==> config.mk <==
export PLATFORM = sky130hd
export DESIGN_NAME = ps2_key_decoder_flat
export DESIGN_NICKNAME = d
export VERILOG_FILES = /design/src/rtl/ps2_rx_if.sv /design/src/rtl/ps2_key_decoder.sv /design/src/flat_wrapper.sv
export SDC_FILE = /design/constraint.sdc
export NUM_CORES = 1
export LEC_CHECK = 0
export ABC_AREA = 0
export CAP_MARGIN = 20
export CELL_PAD_IN_SITES_DETAIL_PLACEMENT = 0
export CELL_PAD_IN_SITES_GLOBAL_PLACEMENT = 1
export CORE_ASPECT_RATIO = 1.1
export CORE_MARGIN = 3
export CORE_UTILIZATION = 41
export CTS_BUF_LIST = sky130_fd_sc_hd__clkbuf_8
export DETAILED_ROUTE_END_ITERATION = 10
export PLACE_DENSITY_LB_ADDON = 0.1
export SLEW_MARGIN = 0
export SYNTH_ARGS = -nofsm -noshare
export SYNTH_HDL_FRONTEND = slang
export SYNTH_SLANG_ARGS = --single-unit
==> constraint.sdc <==
create_clock -name pclk -period 1.9 [get_ports pclk]
set_input_delay 0.57 -clock pclk [delete_from_list [all_inputs] [get_ports pclk]]
set_output_delay 0.57 -clock pclk [all_outputs]
set_load 0.005 [all_outputs]
==> src/rtl/ps2_rx_if.sv <==
// ps2_rx_if: byte stream from the PS/2 receiver (master) to the key decoder (slave); rx_data, rx_valid strobe, rx_err strobe
interface ps2_rx_if;
  logic [7:0] rx_data;
  logic       rx_valid;
  logic       rx_err;
  modport master (output rx_data, rx_valid, rx_err);
  modport slave  (input  rx_data, rx_valid, rx_err);
endinterface

==> src/rtl/ps2_key_decoder.sv <==
// ps2_key_decoder: PS/2 set-2 bytes -> held key flags, last make code, press pulse
// Ports: pclk, rst_n (async active-low), rx (ps2_rx_if.slave), key[5:0] UP/DOWN/LEFT/RIGHT/ENTER/ESC,
//        keycode (last held make, 0 when none), key_press (pulse on any key bit 0->1).
// Define WASD_ALIAS_EN to alias 1D/1B/1C/23 onto UP/DOWN/LEFT/RIGHT as an independent source.
module ps2_key_decoder #(
  parameter int TIMEOUT_CYCLES = 6_500_000
) (
  input  logic       pclk,
  input  logic       rst_n,
  ps2_rx_if.slave    rx,
  output logic [5:0] key,
  output logic [7:0] keycode,
  output logic       key_press
);
  localparam int TW = $clog2(TIMEOUT_CYCLES);
  typedef enum logic [2:0] {IDLE, EXT, BRK, EXT_BRK, PSKIP} state_t;
  state_t state, state_nxt;
  logic [TW-1:0] timer, timer_nxt;
  logic [2:0] cnt, cnt_nxt;
  logic [5:0] held, held_nxt, key_nxt, hit;
  logic [7:0] d, keycode_nxt;
  logic v, ext, prefix, rst_code, mk, brk, timeout;
  assign d        = rx.rx_data;
  assign v        = rx.rx_valid & ~rx.rx_err;
  assign ext      = state == EXT || state == EXT_BRK;
  assign prefix   = d == 8'hE0 || d == 8'hF0 || d == 8'hE1;
  assign rst_code = v && state == IDLE && (d == 8'hAA || d == 8'hFC || d == 8'h00 || d == 8'hFF);
  assign mk       = v && ((state == IDLE && !prefix && !rst_code) || (state == EXT && d != 8'hF0));
  assign brk      = v && (state == BRK || state == EXT_BRK);
  // a byte arriving on the expiry cycle takes priority over the timeout
  assign timeout  = state != IDLE && !rx.rx_valid && timer == TW'(TIMEOUT_CYCLES - 1);
  assign hit = ext ? (d == 8'h75 ? 6'b000001 : d == 8'h72 ? 6'b000010 : d == 8'h6B ? 6'b000100 :
                      d == 8'h74 ? 6'b001000 : d == 8'h5A ? 6'b010000 : 6'b000000)
                   : (d == 8'h5A ? 6'b010000 : d == 8'h76 ? 6'b100000 : 6'b000000);
`ifdef WASD_ALIAS_EN
  // WASD aliases are held separately so an arrow release does not drop a still-held letter key
  logic [3:0] wasd, wasd_nxt, whit;
  assign whit = ext ? 4'b0000 : d == 8'h1D ? 4'b0001 : d == 8'h1B ? 4'b0010 :
                d == 8'h1C ? 4'b0100 : d == 8'h23 ? 4'b1000 : 4'b0000;
  assign wasd_nxt = rst_code ? 4'b0000 : brk ? wasd & ~whit : mk ? wasd | whit : wasd;
  always_ff @(posedge pclk or negedge rst_n)
    if (!rst_n) wasd <= '0;
    else wasd <= wasd_nxt;
  assign key     = held | {2'b00, wasd};
  assign key_nxt = held_nxt | {2'b00, wasd_nxt};
`else
  assign key     = held;
  assign key_nxt = held_nxt;
`endif
  always_ff @(posedge pclk or negedge rst_n)
    if (!rst_n) begin
      state     <= IDLE;
      timer     <= '0;
      cnt       <= '0;
      held      <= '0;
      keycode   <= '0;
      key_press <= 1'b0;
    end else begin
      state     <= state_nxt;
      timer     <= timer_nxt;
      cnt       <= cnt_nxt;
      held      <= held_nxt;
      keycode   <= keycode_nxt;
      key_press <= |(key_nxt & ~key);
    end
  always_comb begin
    state_nxt = state;
    if (rx.rx_err) state_nxt = IDLE;
    else if (rx.rx_valid)
      case (state)
        IDLE:    state_nxt = d == 8'hE0 ? EXT : d == 8'hF0 ? BRK : d == 8'hE1 ? PSKIP : IDLE;
        EXT:     state_nxt = d == 8'hF0 ? EXT_BRK : IDLE;
        PSKIP:   state_nxt = cnt == 3'd1 ? IDLE : PSKIP;
        default: state_nxt = IDLE;
      endcase
    else if (timeout) state_nxt = IDLE;
  end
  always_comb begin
    held_nxt    = rst_code ? 6'b0 : brk ? held & ~hit : mk ? held | hit : held;
    keycode_nxt = rst_code ? 8'h00 : mk ? d : (brk && d == keycode) ? 8'h00 : keycode;
    cnt_nxt     = (rx.rx_err || timeout) ? 3'd0 : (v && state == IDLE && d == 8'hE1) ? 3'd7 :
                  (v && state == PSKIP) ? cnt - 3'd1 : cnt;
    timer_nxt   = (rx.rx_valid || rx.rx_err || state == IDLE || timeout) ? '0 : timer + 1'b1;
  end
endmodule

==> src/flat_wrapper.sv <==
// flat-port wrapper written by rule: the top's interface ports become plain ports
module ps2_key_decoder_flat 
#(
  parameter int TIMEOUT_CYCLES = 6_500_000
)
  (pclk, rst_n, key, keycode, key_press, rx_rx_data, rx_rx_valid, rx_rx_err);
  ps2_rx_if rx_i ();
  input  logic pclk;
  input  logic rst_n;
  output logic [5:0] key;
  output logic [7:0] keycode;
  output logic key_press;
  input wire logic [$bits(rx_i.rx_data)-1:0] rx_rx_data;
  input wire logic [$bits(rx_i.rx_valid)-1:0] rx_rx_valid;
  input wire logic [$bits(rx_i.rx_err)-1:0] rx_rx_err;
  assign rx_i.rx_data = rx_rx_data;
  assign rx_i.rx_valid = rx_rx_valid;
  assign rx_i.rx_err = rx_rx_err;
  ps2_key_decoder #(.TIMEOUT_CYCLES(TIMEOUT_CYCLES)) u_core (.pclk(pclk), .rst_n(rst_n), .rx(rx_i), .key(key), .keycode(keycode), .key_press(key_press));
endmodule
==> metrics, run 1 <==
Core Rows 29; Final period util 0.979; root buffer cell clkbuf_8; synthesized area per cell between 9 and 10 um2; worst vdd ir ~0.33 mV; Setup Skew approximately 0.0043 ns; Crit Path Category in -> reg; Post-CTS Hold Fix Bufs 0; status completed; first drt pass iteration count 4; data required time at the worst endpoint about 2.1 ns; nets@finish ~370; Top Ports 27; Ant. Diodes 0; full die area between 7000 and 8000 um2; antenna-violating nets left 0; Die Height 88.8 um; Synth Warn # 0; r2r setup slk 0.12 ns; Post-Syn Nets approximately 290; CP max FO 5; Setup-failing EPs final 0; Max Clock Freq about 540 MHz; WL/cell ~15 um; post-synth cell types between 40 and 50; LEAKAGE ~1.5 nW; worst skew pair latency just under 0.3 ns; Switching Fraction 0.239; dpl ws -0.705 ns; Post-Syn Area approximately 2600 um2; Core Region between 5000 and 6000 um2; P&R area growth vs syn 37.3%; routability congestion estimate from global placement between 0.8 and 0.9; Async SR Flop Fraction 1.00; Sequential Power Share 0.500; CP endpoint kind flip-flop; Mapped Cells about 270; final hold viol count 0; htree depth 2; fin cells between 400 and 500; CTS tree yes; vias per cell between 5 and 6; RSZ-0062 raised after global routing true; GR Overflow Total 0; Max Cap Viol 0; Initial Util 0.432; largest net degree at the start of global routing 45; gr usage total 0.190; port bufs 26; max_slew headroom 0.799; switching pwr 472 uW; Starting DRT DRC Count 64; ys flop type dfrtp_1; Int Power 1.50 mW; initial antenna violation count 0; Clk pwr share 0.362; Post-synth EDFFs 0; arrival time at the worst endpoint 2.05 ns; DP Cell Count 420; final WL roughly 6.3 mm; final worst path period need 1.86 ns; worst hold path type in -> async; Vias 2,271; crit path launch type input pin; dpl hpwl about 4.5 mm; Reg clk slew, reported paths 0.09 ns; Die Wd around 81 um; Post-DP Area between 3000 and 4000 um2; post-synthesis sequential area ratio 0.431; layout cells sized above 1 0.282; clk buf depth 2; power share of the combinational group 0.138; # clock sinks between 40 and 50; Cell Pwr Density 562 nW/um2; Seq cells post-synth 44; max-slew violation count 0; Final Cell Area roughly 3500 um2; CTS buffer count 5; slack of the critical path 0.0403 ns; Fillers 544; vias in the first global route approximately 2,300; Residual DRC 0; worst slew pin tran approximately 0.30 ns; first-pass GRT wire length between 10 and 15 mm
## stage by stage
step                utilization  hold WS (ns)  power [mW]  TNS, ns
finish                    0.593         0.226        1.97        0
global route              0.593         0.253        2.05  -0.0233
CTS                       0.586         0.247        2.00        0
detailed placement        0.556         0.531        1.27   -19.63
global placement          0.556         0.527        1.27   -19.20
floorplan                     -         0.274        1.11    -1.71
## cells in the mapped netlist, drive strengths merged (2+ instances only)
cell type,instances,area share
dfrtp,44,0.43
nor2,35,0.051
xor2,18,0.062
nand2,16,0.023
xnor2,14,0.048
nand3,12,0.023
nor4,12,0.032
buf,11,0.026
inv,11,0.016
a22o,10,0.034
nand4,9,0.022
nor3,9,0.018
a21oi,8,0.016
a211oi,5,0.020
clkbuf,5,0.0073
nand2b,5,0.012
a21boi,4,0.012
and3,4,0.0098
a311oi,3,0.010
a31oi,3,0.0073
and4,3,0.010
ha,3,0.015
nand3b,3,0.0088
nor2b,3,0.0073
or2,3,0.0073
or3,3,0.0073
nor3b,2,0.0059
nor4b,2,0.0069
## cells by family after synthesis
group	after synthesis	share of synthesized area
AO/OA/AOI/OAI	40	0.122
XOR/XNOR	32	0.110
adder cells (fa/ha/maj)	3	0.0147
buffers and inverters	27	0.0494
flip-flops	44	0.431
AND/OR/NAND/NOR	128	0.273
## power by group through the flow
stage | clock [mW] | sequential, mW | combinational, mW
2_1_floorplan | 0 | 1.00 | 0.106
5_1_grt | 0.764 | 0.992 | 0.296
4_1_cts | 0.737 | 0.987 | 0.271
3_3_place_gp | 0 | 1.00 | 0.265
3_5_place_dp | 0 | 1.01 | 0.266
6_report | 0.714 | 0.986 | 0.272
## registers in the layout, indices dropped and copies added, names as in the netlist
signal,count
u_core.state,3
u_core.keycode,8
u_core.key_press,1
u_core.cnt,3
u_core.key,6
u_core.timer,23
## worst max-delay path: stages
cell	delay, ns
buf_8	0.10
or4_4	0.56
nor4_4	0.23
nor3_2	0.09
a21o_2	0.24
a22o_1	0.24
## layer usage
metal / global-route usage / routed length (um) / part of all wire
met4: 0.0430 / 69 / 0.011
met1: 0.230 / 2760 / 0.44
met3: 0.0356 / 204 / 0.032
met2: 0.346 / 3280 / 0.52
met5: 0 / 0 / 0
## layout make-up
type	instances	area [um2]	share of cell area
multi-input cells	204	1440	0.411
clock buffers	5	68.8	0.0196
flip-flops and latches	44	1100	0.314
clock inverters	3	38.8	0.0111
repair buffers	87	722	0.206
inverters	11	41.3	0.0118
well taps	77	96.3	0.0275
## repair_timing
item | 4_1_cts | 5_1_grt
setup buffers | 1 | 1
resized for setup | 28 | 18
endpoints found under the setup margin | 43 | 41
pin swaps | 13 | 14
gates cloned | 1 | 0
## layout by cell type, fill, tap and decap left out, types with 4 or more instances in the layout
master,Yosys,layout
and3_1,4,4
nor2_1,35,33
buf_4,0,58
nand2b_1,5,5
clkbuf_8,0,5
nor4_1,11,5
nand4_1,9,9
nor3_1,9,7
a21boi_0,4,4
nand2_1,16,16
inv_1,11,12
nor4_2,1,5
a21oi_1,8,7
dlygate4sd2_1,0,6
clkdlybuf4s50_1,0,15
xnor2_1,14,14
a22o_1,10,10
xor2_1,18,18
dfrtp_1,44,44
nand3_1,12,11
## path summary, 6_finish.rpt
check / start / to / cells past startpoint
hold / removal: rst_n / u_core.keycode[5] / 2
min in group pclk: u_core.keycode[2] / u_core.keycode[2] / 1
max in group asynchronous: rst_n / u_core.timer[10] / 2
setup / recovery: rx_rx_data[3] / u_core.keycode[4] / 6
setup reg to reg: u_core.state[2] / u_core.key[0] / 5
hold reg to reg: u_core.keycode[2] / u_core.keycode[2] / 1
Power figures use the tool's default switching activity.
==> run 2, diff against run 1 <==
CORE_MARGIN = 5   (was 3)
CORE_UTILIZATION = 43   (was 41)
CTS_BUF_LIST = unset   (was sky130_fd_sc_hd__clkbuf_8)
clock period = 2 ns   (was 1.9 ns; I/O delays follow)
==> run 2 against run 1 <==
Net effect:
- critical path depth up 1
- power down 4.9%
- sequential share of layout area up 0.26 points
- sequential power down 5.0%
- non-clock buffer count down 1
- utilization up 0.99 points
- clock power down 4.5%
- critical path type unchanged
- setup slack worse by 0.0024 ns
- cell area down 0.82%
- final cell count down 0.23%
==> metrics, run 2 (synthesis gave the netlist of run 1 again) <==
status completed (unchanged); final worst path period need slightly below 2 ns; first-pass GRT wire length 11.0 mm (was 10.6 mm); # clock sinks 44 (unchanged); final WL 6.41 mm (was 6.31 mm); worst skew pair latency 0.30 ns (was 0.29 ns); final hold viol count 0 (unchanged); commonest cells after routing, fill and taps aside buf_4 (55), dfrtp_1 (44), nor2_1 (33) (was buf_4 (58), dfrtp_1 (44), nor2_1 (33)); GR Overflow Total 0 (unchanged); crit path launch type input pin (unchanged); slack of the critical path 0.0379 ns (was 0.0403 ns); dpl ws -0.603 ns (was -0.705 ns); max reg flops 23 (unchanged); LEAKAGE 1.45 nW (was 1.48 nW); Initial Util 0.443 (was 0.432); Max Clock Freq 510 MHz; Core Region 5770 um2 (was 5910 um2); r2r setup slk 0.15 ns (was 0.12 ns); Ant. Diodes 0 (unchanged); max_slew headroom 0.676 (was 0.799); vias in the first global route 2,323 (was 2,286); nets@finish 367 (was 368); worst slew pin tran 0.486 ns (was 0.299 ns); Reg clk slew, reported paths 0.09 ns (about the same); antenna-violating nets left 0 (unchanged); CTS buffer count 5 (unchanged); CP endpoint kind flip-flop (unchanged); Max Cap Viol 0 (unchanged); root buffer cell clkbuf_8 (unchanged); Die Height 90.9 um (was 88.8 um); arrival time at the worst endpoint 2.15 ns (was 2.05 ns); Vias 2,287 (was 2,271); worst hold path type in -> async (unchanged); Top Ports 27 (unchanged); RSZ-0062 raised after global routing true (unchanged); Post-DP Area 3260 um2 (was 3290 um2); Setup-failing EPs final 0 (unchanged); full die area 7590 um2 (was 7220 um2); initial antenna violation count 0 (unchanged); data required time at the worst endpoint 2.19 ns (was 2.09 ns); Largest Register u_core.timer (unchanged); vias per cell 5.32 (was 5.27); Cell Pwr Density 539 nW/um2 (was 562 nW/um2); P&R area growth vs syn 36.2% (was 37.3%); most common cell after layout, fill and taps aside buf_4 (unchanged); launching point of the worst reg2reg path u_core.timer[1] (was u_core.state[2]); reg2reg path depth 7 (was 5); Setup Skew 0.0136 ns (was 0.00430 ns); htree depth 2 (unchanged); Die Wd 83.5 um (was 81.3 um); Fillers 499 (was 544); dpl hpwl 4.66 mm (was 4.52 mm); largest net degree at the start of global routing 21 (was 45); Final Cell Area 3480 um2 (was 3510 um2); Residual DRC 0 (unchanged); max-slew violation count 0 (unchanged); WL/cell 14.9 um (was 14.6 um); CP max FO 4 (was 5); routability congestion estimate from global placement 0.803 (was 0.843); Post-CTS Hold Fix Bufs 0 (unchanged); clk buf depth 2 (unchanged); Final period util 0.981; worst vdd ir 0.455 mV (was 0.334 mV); port bufs 26 (unchanged); first drt pass iteration count 4 (unchanged); Starting DRT DRC Count 44 (was 64); utilization after layout 0.603 (was 0.593); Core Rows 29 (unchanged); layout cells sized above 1 0.258 (was 0.282); R2R Path End u_core.timer[7] (was u_core.key[0]); gr usage total 0.177 (was 0.190); CTS tree yes (unchanged); Crit Path Category in -> reg (unchanged)
## run 2: cell types whose count changed in the layout (fill, tap and decap cells not counted), moves of 2 or more
cell    before  now
nor2_4       0    2
nor4_1       5    7
nor2_2       2    0
buf_4       58   55
## run 2: metrics by stage
step | instances | total power [mW] | setup TNS (ns) | hold WS [ns]
3_3_place_gp | 416 | 1.20 | -17.13 | 0.525
5_1_grt | 430 | 1.96 | -0.0231 | 0.276
3_5_place_dp | 416 | 1.20 | -17.58 | 0.535
4_1_cts | 425 | 1.88 | 0 | 0.259
6_report | 430 | 1.88 | 0 | 0.252
2_1_floorplan | 274 | 1.05 | -0.908 | 0.304
## run 2: where the power goes
group / internal (mW) / total, mW / switching, mW
registers: 0.913 / 0.937 / 0.0245
clock network: 0.371 / 0.682 / 0.310
logic: 0.143 / 0.257 / 0.114
total: 1.43 / 1.88 / 0.449
## run 2: metal layers
metal	part of all wire	global-route usage	up-vias
met1	0.44	0.212	1100
met5	0	0	-
li1	-	-	1135
met2	0.51	0.313	40
met4	0.018	0.0590	0
met3	0.033	0.0374	12
## run 2: critical path, stage by stage
cell	delay [ns]
clkdlybuf4s15_1	0.18
or4_4	0.56
buf_12	0.15
nor2_4	0.12
a211oi_4	0.09
a21o_1	0.22
a22o_1	0.24
## run 2: final cells by class
type                    count  area [um2]  area share
multi-input cells         204        1410       0.405
flip-flops and latches     44        1100       0.316
repair buffers             86         723       0.208
well taps                  77        96.3      0.0277
clock buffers               6        72.6      0.0208
inverters                  11        41.3      0.0119
clock inverters             2        35.0      0.0101
## run 2: repair_timing
action | 4_1_cts | 5_1_grt
setup buffers | 0 | 5
pin swaps | 10 | 10
resized for setup | 21 | 10
endpoints found under the setup margin | 39 | 32
gates cloned | 1 | 0
## run 2: how the worst max path moves through the flow
stage                             start  cells past startpoint                 to
final                     rx_rx_data[0]                      7  u_core.keycode[5]
after global routing      rx_rx_data[0]                      9      u_core.key[0]
after CTS                 rx_rx_data[0]                      6  u_core.keycode[0]
after detailed placement  rx_rx_data[1]                      6  u_core.keycode[4]
after global placement    rx_rx_data[7]                      7      u_core.key[0]
after floorplan           rx_rx_data[3]                      7  u_core.keycode[0]
==> run 3, diff against run 2 <==
CELL_PAD_IN_SITES_DETAIL_PLACEMENT = unset   (was 0)
CELL_PAD_IN_SITES_GLOBAL_PLACEMENT = unset   (was 1)
CORE_UTILIZATION = 52   (was 43)
PLACE_DENSITY = 0.74   (was unset)
PLACE_DENSITY_LB_ADDON = unset   (was 0.1)
clock period = 2.29 ns   (was 2 ns; I/O delays follow)
==> run 3 against run 2 <==
Net effect:
- sequential share of layout area up 1.5 points
- first-iteration DRC count rose to 3.2 times the previous value
- worst hold slack better by 0.094 ns
- critical path depth down 1
- register-to-register slack better by 0.20 ns
- via count down 0.66%
- global-route usage up 2.4 points
- sequential power down 13%
- critical path type unchanged
- largest power group unchanged
==> metrics, run 3 (synthesis gave the netlist of run 1 again) <==
status completed (unchanged); CP max stage delay 0.58 ns (was 0.56 ns); Crit-path slowest cell or4_4 (unchanged); Reg clk slew, reported paths 0.08 ns (was 0.09 ns); worst skew pair latency 0.30 ns (about the same); crit path launch type input pin (unchanged); R2R Path End u_core.key[3] (was u_core.timer[7]); CTS tree yes (unchanged); r2r setup slk 0.35 ns (was 0.15 ns); nets@finish 349 (was 367); Ant. Diodes 0 (unchanged); Top Ports 27 (unchanged); Max Cap Viol 0 (unchanged); reg2reg path depth 5 (was 7); root buffer cell clkbuf_8 (unchanged); port bufs 26 (unchanged); P&R area growth vs syn 30.2% (was 36.2%); Core Region 4720 um2 (was 5770 um2); gr usage total 0.201 (was 0.177); power share of the combinational group 0.137 (about the same); Setup Skew 0.0103 ns (was 0.0136 ns); Switching Fraction 0.236 (was 0.239); layout cells sized above 1 0.212 (was 0.258); max-slew violation count 0 (unchanged); Largest Register u_core.timer (unchanged); LEAKAGE 1.38 nW (was 1.45 nW); worst path buffer plus inverter count 1 (was 2); Crit Path Category in -> reg (unchanged); Starting DRT DRC Count 141 (was 44); data required time at the worst endpoint 2.48 ns (was 2.19 ns); CTS buffer count 5 (unchanged); GR Overflow Total 0 (unchanged); antenna-violating nets left 0 (unchanged); Final period util 0.980; htree depth 2 (unchanged); final worst path period need ~2.2 ns; # clock sinks 44 (unchanged); vias in the first global route 2,324 (was 2,323); Initial Util 0.542 (was 0.443); Sequential Power Share 0.503 (was 0.500); first drt pass iteration count 4 (unchanged); vias per cell 5.81 (was 5.32); final hold viol count 0 (unchanged); Setup-failing EPs final 0 (unchanged); worst vdd ir 0.332 mV (was 0.455 mV); cell family contributing the most delay on the critical path simple AND/OR/NAND/NOR gates (unchanged); Fillers 376 (was 499); routability congestion estimate from global placement 0.880 (was 0.803); full die area 6420 um2 (was 7590 um2); worst slew pin tran 0.578 ns (was 0.486 ns); arrival time at the worst endpoint 2.43 ns (was 2.15 ns); worst hold path type in -> async (unchanged); CP endpoint kind flip-flop (unchanged); PnR Total Power 1.63 mW (was 1.88 mW); Vias 2,272 (was 2,287); switching pwr 384 uW (was 449 uW); commonest cells after routing, fill and taps aside dfrtp_1 (44), buf_4 (40), nor2_1 (34) (was buf_4 (55), dfrtp_1 (44), nor2_1 (33)); Residual DRC 0 (unchanged); clk buf depth 2 (unchanged); utilization after layout 0.705 (was 0.603); cell-by-cell trace of the critical path clkdlybuf4s50_1, or4_4, nor4_4, nor3_2, a21o_2, a22o_1 (was clkdlybuf4s15_1, or4_4, buf_12, nor2_4, a211oi_4, a21o_1, a22o_1); Die Wd 76.9 um (was 83.5 um); Cell Pwr Density 489 nW/um2 (was 539 nW/um2); Die Height 83.5 um (was 90.9 um); Core Rows 26 (was 29); WL/cell 15.9 um (was 14.9 um); Clk pwr share 0.360 (was 0.363); final WL 6.22 mm (was 6.41 mm); Int Power 1.24 mW (was 1.43 mW); max_slew headroom 0.611 (was 0.676); largest net degree at the start of global routing 24 (was 21); Max Clock Freq ~450 MHz; launching point of the worst reg2reg path u_core.state[2] (was u_core.timer[1]); most common cell after layout, fill and taps aside dfrtp_1 (was buf_4); first-pass GRT wire length 10.7 mm (was 11.0 mm); initial antenna violation count 0 (unchanged); dpl hpwl 4.44 mm (was 4.66 mm); CP max FO 5 (was 4); max reg flops 23 (unchanged)
[run 3: routing by layer]
layer	track usage	share of wire	vias up
met3	0.0389	0.035	11
met1	0.241	0.42	1110
met5	0	0	-
met4	0.0795	0.019	0
met2	0.349	0.53	49
li1	-	-	1102
[run 3: worst max-delay path by stage]
stage,from,to,slack (ns),cells past startpoint
6_report,rx_rx_data[0],u_core.keycode[7],0.04,6
5_1_grt,rx_rx_data[2],u_core.keycode[1],-0.004,7
4_1_cts,rx_rx_data[3],u_core.keycode[4],0.008,7
3_5_place_dp,rx_rx_data[1],u_core.keycode[1],-0.42,6
3_3_place_gp,rx_rx_data[1],u_core.keycode[5],-0.39,6
2_1_floorplan,rx_rx_data[3],u_core.keycode[0],0.07,7
[run 3: power by group through the flow]
stage / clock, mW / combinational [mW] / sequential, mW
after floorplan: 0 / 0.0869 / 0.833
after detailed placement: 0 / 0.211 / 0.834
after CTS: 0.614 / 0.216 / 0.818
after global placement: 0 / 0.206 / 0.833
final: 0.587 / 0.223 / 0.818
after global routing: 0.639 / 0.241 / 0.822
[run 3: final cells by class]
| type | instances | area [um2] | share of cell area |
|---|---|---|---|
| Multi-Input combinational cell | 204 | 1410 | 0.425 |
| Tap cell | 56 | 70.1 | 0.0211 |
| Clock buffer | 6 | 72.6 | 0.0218 |
| Timing Repair Buffer | 68 | 593 | 0.178 |
| Sequential cell | 44 | 1100 | 0.331 |
| Inverter | 11 | 41.3 | 0.0124 |
| Clock inverter | 2 | 35.0 | 0.0105 |
[run 3: what timing repair did]
action                                  4_1_cts  5_1_grt
hold buffers                                  0        0
resized for setup                             6       14
pin swaps                                     4        7
endpoints found under the setup margin        9       15
gates cloned                                  1        0
buffers inserted                              0        1
[run 3: worst register-to-register path, cell delays in order (launching register included)]
cell	delay, ns
dfrtp_1	0.49
or4b_4	0.62
a211oi_4	0.23
buf_4	0.18
a21oi_1	0.06
a211oi_1	0.27
[run 3: per-stage QoR]
step	cell area [um2]	setup slack, ns	hold WS, ns	instances	setup TNS [ns]
3_5_place_dp	3120	-0.424	0.492	381	-6.74
6_report	3330	0.0449	0.346	391	0
2_1_floorplan	2560	0.0731	0.391	274	0
4_1_cts	3260	0.00843	0.343	390	0
5_1_grt	3330	-0.00421	0.368	391	-0.00637
3_3_place_gp	3120	-0.387	0.488	381	-6.00
